==> src/rtl/spi_reg_bridge.sv <==
// SPI slave bridging an external master to a single-cycle register rd/wr port.
// Command word selects read/write burst with auto-incrementing address; SPI inputs are resynchronised to SYS_CLK.
module spi_reg_bridge #(
  parameter int unsigned DATA_W  = 16,
  parameter int unsigned ADDR_W  = 10,
  parameter int unsigned ID_WORD = 16'h4A53,
  parameter bit          CPOL    = 1'b0
) (
  input  logic              SYS_CLK,
  input  logic              SYS_RST_N,
  input  logic              SPI_CLK,
  input  logic              SSEL,
  input  logic              MOSI,
  output logic              MISO,
  output logic              rd_en,
  output logic [ADDR_W-1:0] rd_addr,
  input  logic [DATA_W-1:0] rd_data,
  output logic              wr_en,
  output logic [ADDR_W-1:0] wr_addr,
  output logic [DATA_W-1:0] wr_data,
  output logic              busy,
  output logic              frame_abort
);

  localparam int unsigned       CNT_W    = $clog2(DATA_W);
  localparam logic [CNT_W-1:0]  LAST_BIT = CNT_W'(DATA_W - 1);
  localparam logic [DATA_W-1:0] ID_VAL   = DATA_W'(ID_WORD);

  typedef enum logic [2:0] {IDLE, CMD, RD, WR, SKIP} state_t;

  state_t state_q, state_d;

  logic [1:0]        sck_sync, ssel_sync, mosi_sync, valid_sr;
  logic              sck_d, ssel_d, armed;
  logic [CNT_W-1:0]  bitcnt;
  logic [DATA_W-2:0] rx_sr;
  logic [DATA_W-1:0] tx_sr, rx_word;
  logic [ADDR_W-1:0] addr, addr_inc, start_addr;
  logic [1:0]        op;
  logic              sck_in, active, lead, trail, word_done, ssel_fall, ssel_rise, load_q;

  assign sck_in     = SPI_CLK ^ CPOL;
  assign active     = (state_q != IDLE);
  assign lead       = active & sck_sync[1] & ~sck_d;
  assign trail      = active & ~sck_sync[1] & sck_d;
  assign ssel_fall  = armed & ~ssel_sync[1] & ssel_d;
  assign ssel_rise  = ssel_sync[1] & ~ssel_d;
  assign rx_word    = {rx_sr, mosi_sync[1]};
  assign word_done  = lead & (bitcnt == LAST_BIT);
  assign op         = rx_word[DATA_W-1 -: 2];
  assign start_addr = rx_word[ADDR_W-1:0];
  assign addr_inc   = addr + ADDR_W'(1);

  assign MISO = tx_sr[DATA_W-1];
  assign busy = active;

  // armed stays low until SSEL is genuinely seen high after reset, so a frame
  // already in flight at reset release is ignored.
  always_ff @(posedge SYS_CLK or negedge SYS_RST_N) begin
    if (!SYS_RST_N) begin
      sck_sync  <= '0;
      sck_d     <= 1'b0;
      ssel_sync <= '1;
      ssel_d    <= 1'b1;
      mosi_sync <= '0;
      valid_sr  <= '0;
      armed     <= 1'b0;
    end else begin
      // NOTE: non-blocking assignments keep every flop sampling the pre-edge value, so the chain really is two stages.
      sck_sync  <= {sck_sync[0], sck_in};
      sck_d     <= sck_sync[1];
      ssel_sync <= {ssel_sync[0], SSEL};
      ssel_d    <= ssel_sync[1];
      mosi_sync <= {mosi_sync[0], MOSI};
      valid_sr  <= {valid_sr[0], 1'b1};
      armed     <= armed | (valid_sr[1] & ssel_sync[1]);
    end
  end

  always_ff @(posedge SYS_CLK or negedge SYS_RST_N) begin
    if (!SYS_RST_N) state_q <= IDLE;
    else            state_q <= state_d;
  end

  always_comb begin
    // NOTE: default first so every path assigns state_d and no latch is inferred.
    state_d = state_q;
    unique case (state_q)
      IDLE: if (ssel_fall) state_d = CMD;
      CMD: begin
        if (word_done) begin
          unique case (op)
            2'b10:   state_d = RD;
            2'b01:   state_d = WR;
            default: state_d = SKIP;
          endcase
        end
      end
      default: ;
    endcase
    if (active && ssel_rise) state_d = IDLE;
  end

  always_ff @(posedge SYS_CLK or negedge SYS_RST_N) begin
    if (!SYS_RST_N) begin
      bitcnt      <= '0;
      rx_sr       <= '0;
      tx_sr       <= '0;
      addr        <= '0;
      load_q      <= 1'b0;
      rd_en       <= 1'b0;
      rd_addr     <= '0;
      wr_en       <= 1'b0;
      wr_addr     <= '0;
      wr_data     <= '0;
      frame_abort <= 1'b0;
    end else begin
      rd_en       <= 1'b0;
      wr_en       <= 1'b0;
      frame_abort <= 1'b0;
      load_q      <= rd_en;
      if (!active) begin
        bitcnt <= '0;
        tx_sr  <= (state_d == CMD) ? ID_VAL : '0;
      end else if (ssel_rise) begin
        frame_abort <= (bitcnt != '0);
        bitcnt      <= '0;
        tx_sr       <= '0;
      end else begin
        if (lead) begin
          rx_sr  <= rx_word[DATA_W-2:0];
          bitcnt <= (bitcnt == LAST_BIT) ? '0 : bitcnt + CNT_W'(1);
        end
        // No shift after the last bit: the next word's MSB must stay on MISO.
        if (trail && bitcnt != '0) tx_sr <= {tx_sr[DATA_W-2:0], 1'b0};
        if (load_q && state_q == RD) tx_sr <= rd_data;
        if (word_done) begin
          unique case (state_q)
            CMD: begin
              addr <= start_addr;
              if (op == 2'b10) begin
                rd_en   <= 1'b1;
                rd_addr <= start_addr;
              end else begin
                tx_sr <= '0;
              end
            end
            RD: begin
              addr    <= addr_inc;
              rd_en   <= 1'b1;
              rd_addr <= addr_inc;
            end
            WR: begin
              wr_en   <= 1'b1;
              wr_addr <= addr;
              wr_data <= rx_word;
              addr    <= addr_inc;
            end
            default: ;
          endcase
        end
      end
    end
  end

endmodule

==> config.mk <==
export PLATFORM = sky130hd
export DESIGN_NAME = spi_reg_bridge
export DESIGN_NICKNAME = d
export VERILOG_FILES = /design/src/rtl/spi_reg_bridge.sv
export SDC_FILE = /design/constraint.sdc
export NUM_CORES = 1
export LEC_CHECK = 0
export BUFFER_PORTS_ARGS = -buffer_cell sky130_fd_sc_hd__buf_2
export CORE_MARGIN = 2
export CORE_UTILIZATION = 64
export CTS_BUF_LIST = sky130_fd_sc_hd__clkbuf_4 sky130_fd_sc_hd__clkbuf_8
export CTS_CLUSTER_DIAMETER = 50
export CTS_CLUSTER_SIZE = 25
export DETAILED_ROUTE_END_ITERATION = 16
export GPL_ROUTABILITY_DRIVEN = 0
export PLACE_DENSITY = 0.87
export SLEW_MARGIN = 20
export SYNTH_ARGS = -nofsm -noshare
export SYNTH_HDL_FRONTEND = slang
export SYNTH_SLANG_ARGS = --single-unit
==> constraint.sdc <==
create_clock -name SYS_CLK -period 3.7 [get_ports SYS_CLK]
set_input_delay 0 -clock SYS_CLK [delete_from_list [all_inputs] [get_ports SYS_CLK]]
set_output_delay 0 -clock SYS_CLK [all_outputs]
set_load 0.05 [all_outputs]
==> metrics.md, run 1 <==
| Metric | Value |
|---|---|
| Reg area | 2480 sq um |
| Hold Path Class | in -> reg |
| Sinks on Clock Net | 99 |
| Final setup TNS | 0 ps |
| Max incr delay on CP | approximately 610 ps |
| CP Class | reg -> reg |
| Reg2reg path depth | 6 |
| Htree depth | 3 |
| I/O Buffers | just over 60 |
| Most common cell after layout, fill and taps aside | dfrtp_1 |
| Power, Total | roughly 2200 uW |
| Fillers | 464 |
| Leakage power | ~0.0026 uW |
| Final Skew | 6.49 ps |
| Asr flop ratio synth | 100% |
| Area of the multi-input gates | around 1900 sq um |
| Worst reg-to-reg setup slack | 1220 ps |
| Most frequent cells in the layout | dfrtp_1, buf_2, mux2_2, nand2_1, nor2_1 |
| Skew-Pair Late Insertion Delay | around 360 ps |
| Count of different cell masters after synthesis | 55 |
| Synthesized area | between 4000 and 5000 sq um |
| Vias in the first global route | 3331 |
| Drt pass-1 iters | 5 |
| Area of the die | 7800 sq um |
| Vias post-DR | about 3300 |
| Syn Area/Cell | around 12 sq um |
| Final setup violation count | 0 |
| EDFF count, synth | 0 |
| Worst Hold Depth | 4 |
| RSZ-0062 raised after global routing | no |
| Tot GR Track Use | between 20% and 30% |
| Peak VDD IR | between 0.3 and 0.4 mV |
| Sequential share of the synthesized area | approximately 55% |
| Core Area | between 6000 and 7000 sq um |
| Area delta synth->final | 15.6% |
| Cts bufs inserted | 9 |
| Sw Pwr | 552 uW |
| GRT overflow | 0 |
| Sequential power share | 54.9% |
| Root buffer selected by CTS | clkbuf_8 |
| R2r endpoint | wr_data[13]$_DFFE_PN0P_ |
| Hold Fails Final Rpt | 0 |
| Max Cap Viol | 0 |
| Row count | 30 |
| Worst path top cell family by delay | simple AND/OR/NAND/NOR gates |
| Vias per inst | slightly below 6 |
| Hold-critical path endpoint | tx_sr[0]$_DFF_PN0_ |
| Status | complete, no violations |
| Main flop type after synthesis | dfrtp_1 |
| Number of diodes | 0 |
| Crit path time final | 2480 ps |
| CTS tree | done |
| Die Width | between 80 and 90 um |
| Buf/Inv on CP | 1 |
| Logic gate share of total power | 10.1% |
| Tcrit/Tclk final | ~67% |
| Post-Route WL | roughly 9.5 mm |
| Syn_nets | ~420 |
| Number of synthesized register bits | between 90 and 100 |
| Req. time, crit path | 3940 ps |
| Routed wire length per instance | about 17 um |
| Hold Buf Count CTS | 19 |
| Max_slew headroom | a little over two fifths |
| Tightest Pin Transition | ~870 ps |
| I/O Pins | 62 |
| Post-route DRC | 0 |
| Pwr dens | approximately 420 nW/um^2 |
| Fmax achieved | between 400 and 500 MHz |
| Critical Path Slowest Stage Cell | nor3_4 |
| CP Data Arrival Time | about 2700 ps |
| Final max-slew violation count | 0 |
| DP Wirelength | between 6 and 7 mm |
| Clock share of power | 35.1% |
| DRT iter0 DRCs | 225 |
| CTS clock-pin slew for the worst setup and hold paths | approximately 90 ps |
| Routed Antenna Nets | 0 |
| Synth warn | 0 |
| Postcts setup bufs | 0 |
| Worst-path maximum fanout | 14 |
| Crit-path cells | ha_1 > and3_2 > nand3_4 > nor3_4 > buf_4 > mux2_2 |
| Largest net degree at the start of global routing | 71 |
| CP Launch Point | bitcnt[0]$_DFFE_PN0P_ |
| Final #Nets | 490 |
| First-pass GRT wire length | ~16 mm |
| Switching Fraction | roughly a quarter |
| Initial antenna violation count | 0 |
| Pint | 1650 uW |
| Startpoint Class | flip-flop |
| Post-Syn Instances | just under 400 |
| Fraction of layout cells with a size suffix above 1 | 31.3% |
| Cts repair resizes | 0 |
| Hold path start | rd_data[0] |
| Die height | slightly below 90 um |
| RR Startpoint | bitcnt[0]$_DFFE_PN0P_ |
| Starting Density | approximately 67% |
| Clock Tree Buf Depth | 2 |
| Critical Path End Type | flip-flop |
==> worst max-delay path by stage <==
stage / to / slack, ps / cells past startpoint
after floorplan: wr_addr[9]$_DFFE_PN0P_ / 1790 / 6
after global routing: wr_data[13]$_DFFE_PN0P_ / 1050 / 6
after global placement: wr_data[12]$_DFFE_PN0P_ / 1340 / 6
final: wr_data[13]$_DFFE_PN0P_ / 1220 / 6
after detailed placement: wr_data[12]$_DFFE_PN0P_ / 1210 / 6
after CTS: wr_data[12]$_DFFE_PN0P_ / 1180 / 6
==> synth_stat cells, types with 4 or more instances <==
cell	instances	area (sq um)
dfrtp_1	96	2400
mux2_2	49	552
nand2_1	32	120
nor2_1	31	116
o21ai_0	19	95.1
inv_1	14	52.6
o31ai_1	13	97.6
a31oi_1	11	68.8
a21oi_1	10	50.1
a311oi_1	9	78.8
nor3_1	9	45.0
buf_6	8	90.1
clkbuf_1	8	30.0
buf_2	7	35.0
a211oi_1	6	45.0
nor4_1	6	37.5
ha_1	5	62.6
nand3_1	4	20.0
==> power groups by stage <==
stage / registers, uW / logic [uW] / clock network (uW)
finish: 1210 / 222 / 774
detailed placement: 1230 / 205 / 0
floorplan: 1200 / 156 / 0
CTS: 1210 / 223 / 780
global placement: 1220 / 197 / 0
global route: 1210 / 246 / 826
==> worst reg2reg max path, cell delays in order, from the launching register on <==
cell and delay [ps]:
dfrtp_1 420, ha_1 210, and3_2 290, nand3_4 110, nor3_4 610, buf_4 360
mux2_2 370
==> layout make-up <==
cell class	count	area share, %
Timing Repair Buffer	83	9.89
Multi-Input combinational cell	257	35.4
Tap cell	96	2.28
Clock inverter	4	1.40
Clock buffer	12	2.90
Sequential cell	99	47.1
Inverter	14	0.999
==> per-stage QoR <==
step / cells / cell area, sq um / util [%] / setup WS [ps] / hold WS, ps
after floorplan: 393 / 4550 / - / 1790 / -296
after global placement: 530 / 4850 / 70.9 / 1340 / 105
after detailed placement: 530 / 4850 / 70.9 / 1210 / 109
after CTS: 565 / 5260 / 77.0 / 1180 / 97.9
after global routing: 565 / 5260 / 77.0 / 1050 / 138
final: 565 / 5260 / 77.0 / 1220 / 106
==> sequential cells by signal (all words and copies together) (netlist names), 2 cells and up <==
name and count:
wr_addr 10, tx_sr 16, sck_sync 2, wr_data 16, addr 10, state_q 3, ssel_sync 2, bitcnt 4
rd_addr 10, valid_sr 2, rx_sr 15, mosi_sync 2
==> cells by family (layout without fill, tap and decap cells) <==
group / count (synthesis) / after routing / synth area share, %
and+or+nand+nor: 113 / 113 / 13.6
DFF: 99 / 99 / 54.5
AOI/OAI and AO/OA: 81 / 81 / 11.9
muxes: 53 / 53 / 13.1
buffers and inverters: 37 / 113 / 4.56
adders and majority gates: 5 / 5 / 1.37
xor gates and xnor gates: 4 / 4 / 0.770
other: 1 / 1 / 0.0824
==> layer usage <==
metal / routed length (um) / GRT usage, % / vias up
li1: - / - / 1549
met1: 4120 / 34.6 / 1628
met2: 4700 / 43.4 / 133
met3: 518 / 6.25 / 16
met4: 140 / 7.85 / 0
met5: 0 / 0 / -
No activity file was read; power rests on OpenSTA's default activity.
==> inputs of run 2 (changes only) <==
--- a/config.mk
+++ b/config.mk
@@ -7,13 +7,13 @@
 export LEC_CHECK = 0
 export BUFFER_PORTS_ARGS = -buffer_cell sky130_fd_sc_hd__buf_2
 export CORE_MARGIN = 2
-export CORE_UTILIZATION = 64
+export CORE_UTILIZATION = 59
 export CTS_BUF_LIST = sky130_fd_sc_hd__clkbuf_4 sky130_fd_sc_hd__clkbuf_8
 export CTS_CLUSTER_DIAMETER = 50
 export CTS_CLUSTER_SIZE = 25
 export DETAILED_ROUTE_END_ITERATION = 16
 export GPL_ROUTABILITY_DRIVEN = 0
-export PLACE_DENSITY = 0.87
+export PLACE_DENSITY = 0.82
 export SLEW_MARGIN = 20
 export SYNTH_ARGS = -nofsm -noshare
 export SYNTH_HDL_FRONTEND = slang
==> constraint.sdc (replaced) <==
create_clock -name SYS_CLK -period 2.5 [get_ports SYS_CLK]
set_input_delay 0 -clock SYS_CLK [delete_from_list [all_inputs] [get_ports SYS_CLK]]
set_output_delay 0 -clock SYS_CLK [all_outputs]
set_load 0.05 [all_outputs]
==> metrics.md, run 2 (synthesized netlist as in run 1, its figures left out) <==
| Metric | Value |
|---|---|
| Worst-path maximum fanout | 16 |
| Area delta synth->final | 17.2% |
| Clock share of power | between 30% and 40% |
| Sinks on Clock Net | 99 |
| Leakage power | around 0.0026 uW |
| Core Area | 7610 sq um |
| Largest net degree at the start of global routing | between 40 and 50 |
| Initial antenna violation count | 0 |
| Critical Path Slowest Stage Cell | or2_1 |
| Grt met3 use | under 10% |
| Number of diodes | 0 |
| Hold path start | rd_data[0] |
| CP Class | reg -> reg |
| Met2 usage in global routing | around 36% |
| Final max-slew violation count | 0 |
| Sw Pwr | 814 uW |
| Skew-Pair Late Insertion Delay | between 300 and 400 ps |
| Crit-path cells | ha_1 > and3_2 > nand4b_4 > or2_1 > mux2_2 |
| Post-route setup slack | 389 ps |
| I/O Buffers | just over 60 |
| Post-route DRC | 0 |
| Drt pass-1 iters | 4 |
| Cts bufs inserted | 9 |
| Max incr delay on CP | approximately 440 ps |
| Clock Tree Buf Depth | 2 |
| Fmax achieved | roughly 470 MHz |
| Root buffer selected by CTS | clkbuf_8 |
| DRT iter0 DRCs | 218 |
| Sequential power share | between 50% and 60% |
| Final setup TNS | 0 ps |
| DP Wirelength | about 6 mm |
| Tightest Pin Transition | 627 ps |
| Hold Fails Final Rpt | 0 |
| Most common cell after layout, fill and taps aside | dfrtp_1 |
| Req. time, crit path | about 2800 ps |
| Worst Hold Depth | 4 |
| Vias post-DR | ~3400 |
| CP Data Arrival Time | approximately 2400 ps |
| Starting Density | ~60% |
| Cts repair resizes | 0 |
| Tot GR Track Use | a little under a quarter |
| Startpoint Class | flip-flop |
| Post-Route WL | just over 9 mm |
| Crit path time final | 2110 ps |
| Reg2reg path depth | 5 |
| Die height | roughly 92 um |
| RR Startpoint | bitcnt[0]$_DFFE_PN0P_ |
| Htree depth | 3 |
| GRT overflow | 0 |
| Tcrit/Tclk final | a little over four fifths |
| Worst reg-to-reg setup slack | between 300 and 400 ps |
| Fraction of layout cells with a size suffix above 1 | between 30% and 40% |
| Vias in the first global route | roughly 3200 |
| Routed wire length per instance | 16.2 um |
| Final #Nets | 495 |
| Hold Path Class | in -> reg |
| First-pass GRT wire length | between 15 and 20 mm |
| CTS tree | done |
| Biggest regs | tx_sr: 16 flops, wr_data: 16 flops, rx_sr: 15 flops |
| Pint | about 2600 uW |
| Status | complete, no violations |
| Routed Antenna Nets | 0 |
| Row count | 32 |
| I/O Pins | 62 |
| Met1 GRT Util | between 30% and 40% |
| Critical Path End Type | flip-flop |
| Most frequent cells in the layout | dfrtp_1, buf_2, mux2_2, nand2_1, nor2_1 |
| Pwr dens | around 630 nW/um^2 |
| Final Skew | between 10 and 15 ps |
| CTS clock-pin slew for the worst setup and hold paths | 90 ps |
| Max_slew headroom | 58.1% |
| GRT busiest layer | met2 |
| Max Cap Viol | 0 |
| Fillers | 536 |
| Area of the die | 8430 sq um |
| RSZ-0062 raised after global routing | no |
| Switching Fraction | about a quarter |
| Peak VDD IR | about 0.4 mV |
| Final setup violation count | 0 |
| R2r endpoint | rd_addr[0]$_DFFE_PN0P_ |
| Logic gate share of total power | just under 10% |
| Setup WS pre-CTS | between 300 and 400 ps |
| Vias per inst | between 5 and 6 |
| Die Width | roughly 92 um |
| Hold-critical path endpoint | tx_sr[0]$_DFF_PN0_ |
run 2: through the flow:
step                      hold WS, ps  power, uW  utilization [%]  cell area [sq um]  instances
after floorplan                  -296       2000                -               4550        393
after global placement           13.0       2100             64.3               4890        541
after CTS                        71.8       3380             70.1               5330        576
after detailed placement         15.5       2110             64.3               4890        541
after global routing              118       3510             70.1               5330        576
final                            79.1       3360             70.1               5330        576
run 2: final cells by class:
cell class                 count  area [sq um]  area share (%)
inverter                      14          52.6           0.985
sequential                    99          2480            46.5
multi-input combinational    257          1860            34.9
tap                          102           128            2.39
clock buffer                  12           153            2.86
timing repair buffer          88           558            10.5
clock inverter                 4          98.8            1.85
run 2: repair_timing:
action,CTS,global route
hold endpoints to repair,59,0
hold buffers,19,0
buffers inserted,0,0
run 2: worst max-delay path by stage:
stage	endpoint	from
floorplan	wr_addr[9]$_DFFE_PN0P_	bitcnt[0]$_DFFE_PN0P_
global placement	rd_addr[3]$_DFFE_PN0P_	bitcnt[0]$_DFFE_PN0P_
detailed placement	rd_addr[5]$_DFFE_PN0P_	bitcnt[0]$_DFFE_PN0P_
CTS	rd_addr[5]$_DFFE_PN0P_	bitcnt[0]$_DFFE_PN0P_
global route	rd_addr[5]$_DFFE_PN0P_	bitcnt[0]$_DFFE_PN0P_
finish	rd_addr[0]$_DFFE_PN0P_	bitcnt[0]$_DFFE_PN0P_
run 2: per-layer routing:
metal | vias to the layer above | part of all wire [%]
li1 | 1567 | -
met3 | 15 | 5.3
met4 | 0 | 1.4
met5 | - | 0
met1 | 1682 | 46
met2 | 97 | 47
run 2: critical path, delay by kind of cell (launching register included):
kind,cells,cell delay (ps)
adder cells (fa/ha/maj),1,240
flip-flops,1,430
multiplexers,1,390
AND/OR/NAND/NOR,3,930
run 2: power groups by stage:
stage               combinational (uW)  sequential (uW)  clock, uW
floorplan                          231             1770          0
global placement                   287             1810          0
detailed placement                 302             1810          0
CTS                                327             1780       1270
global route                       368             1800       1340
finish                             326             1780       1250
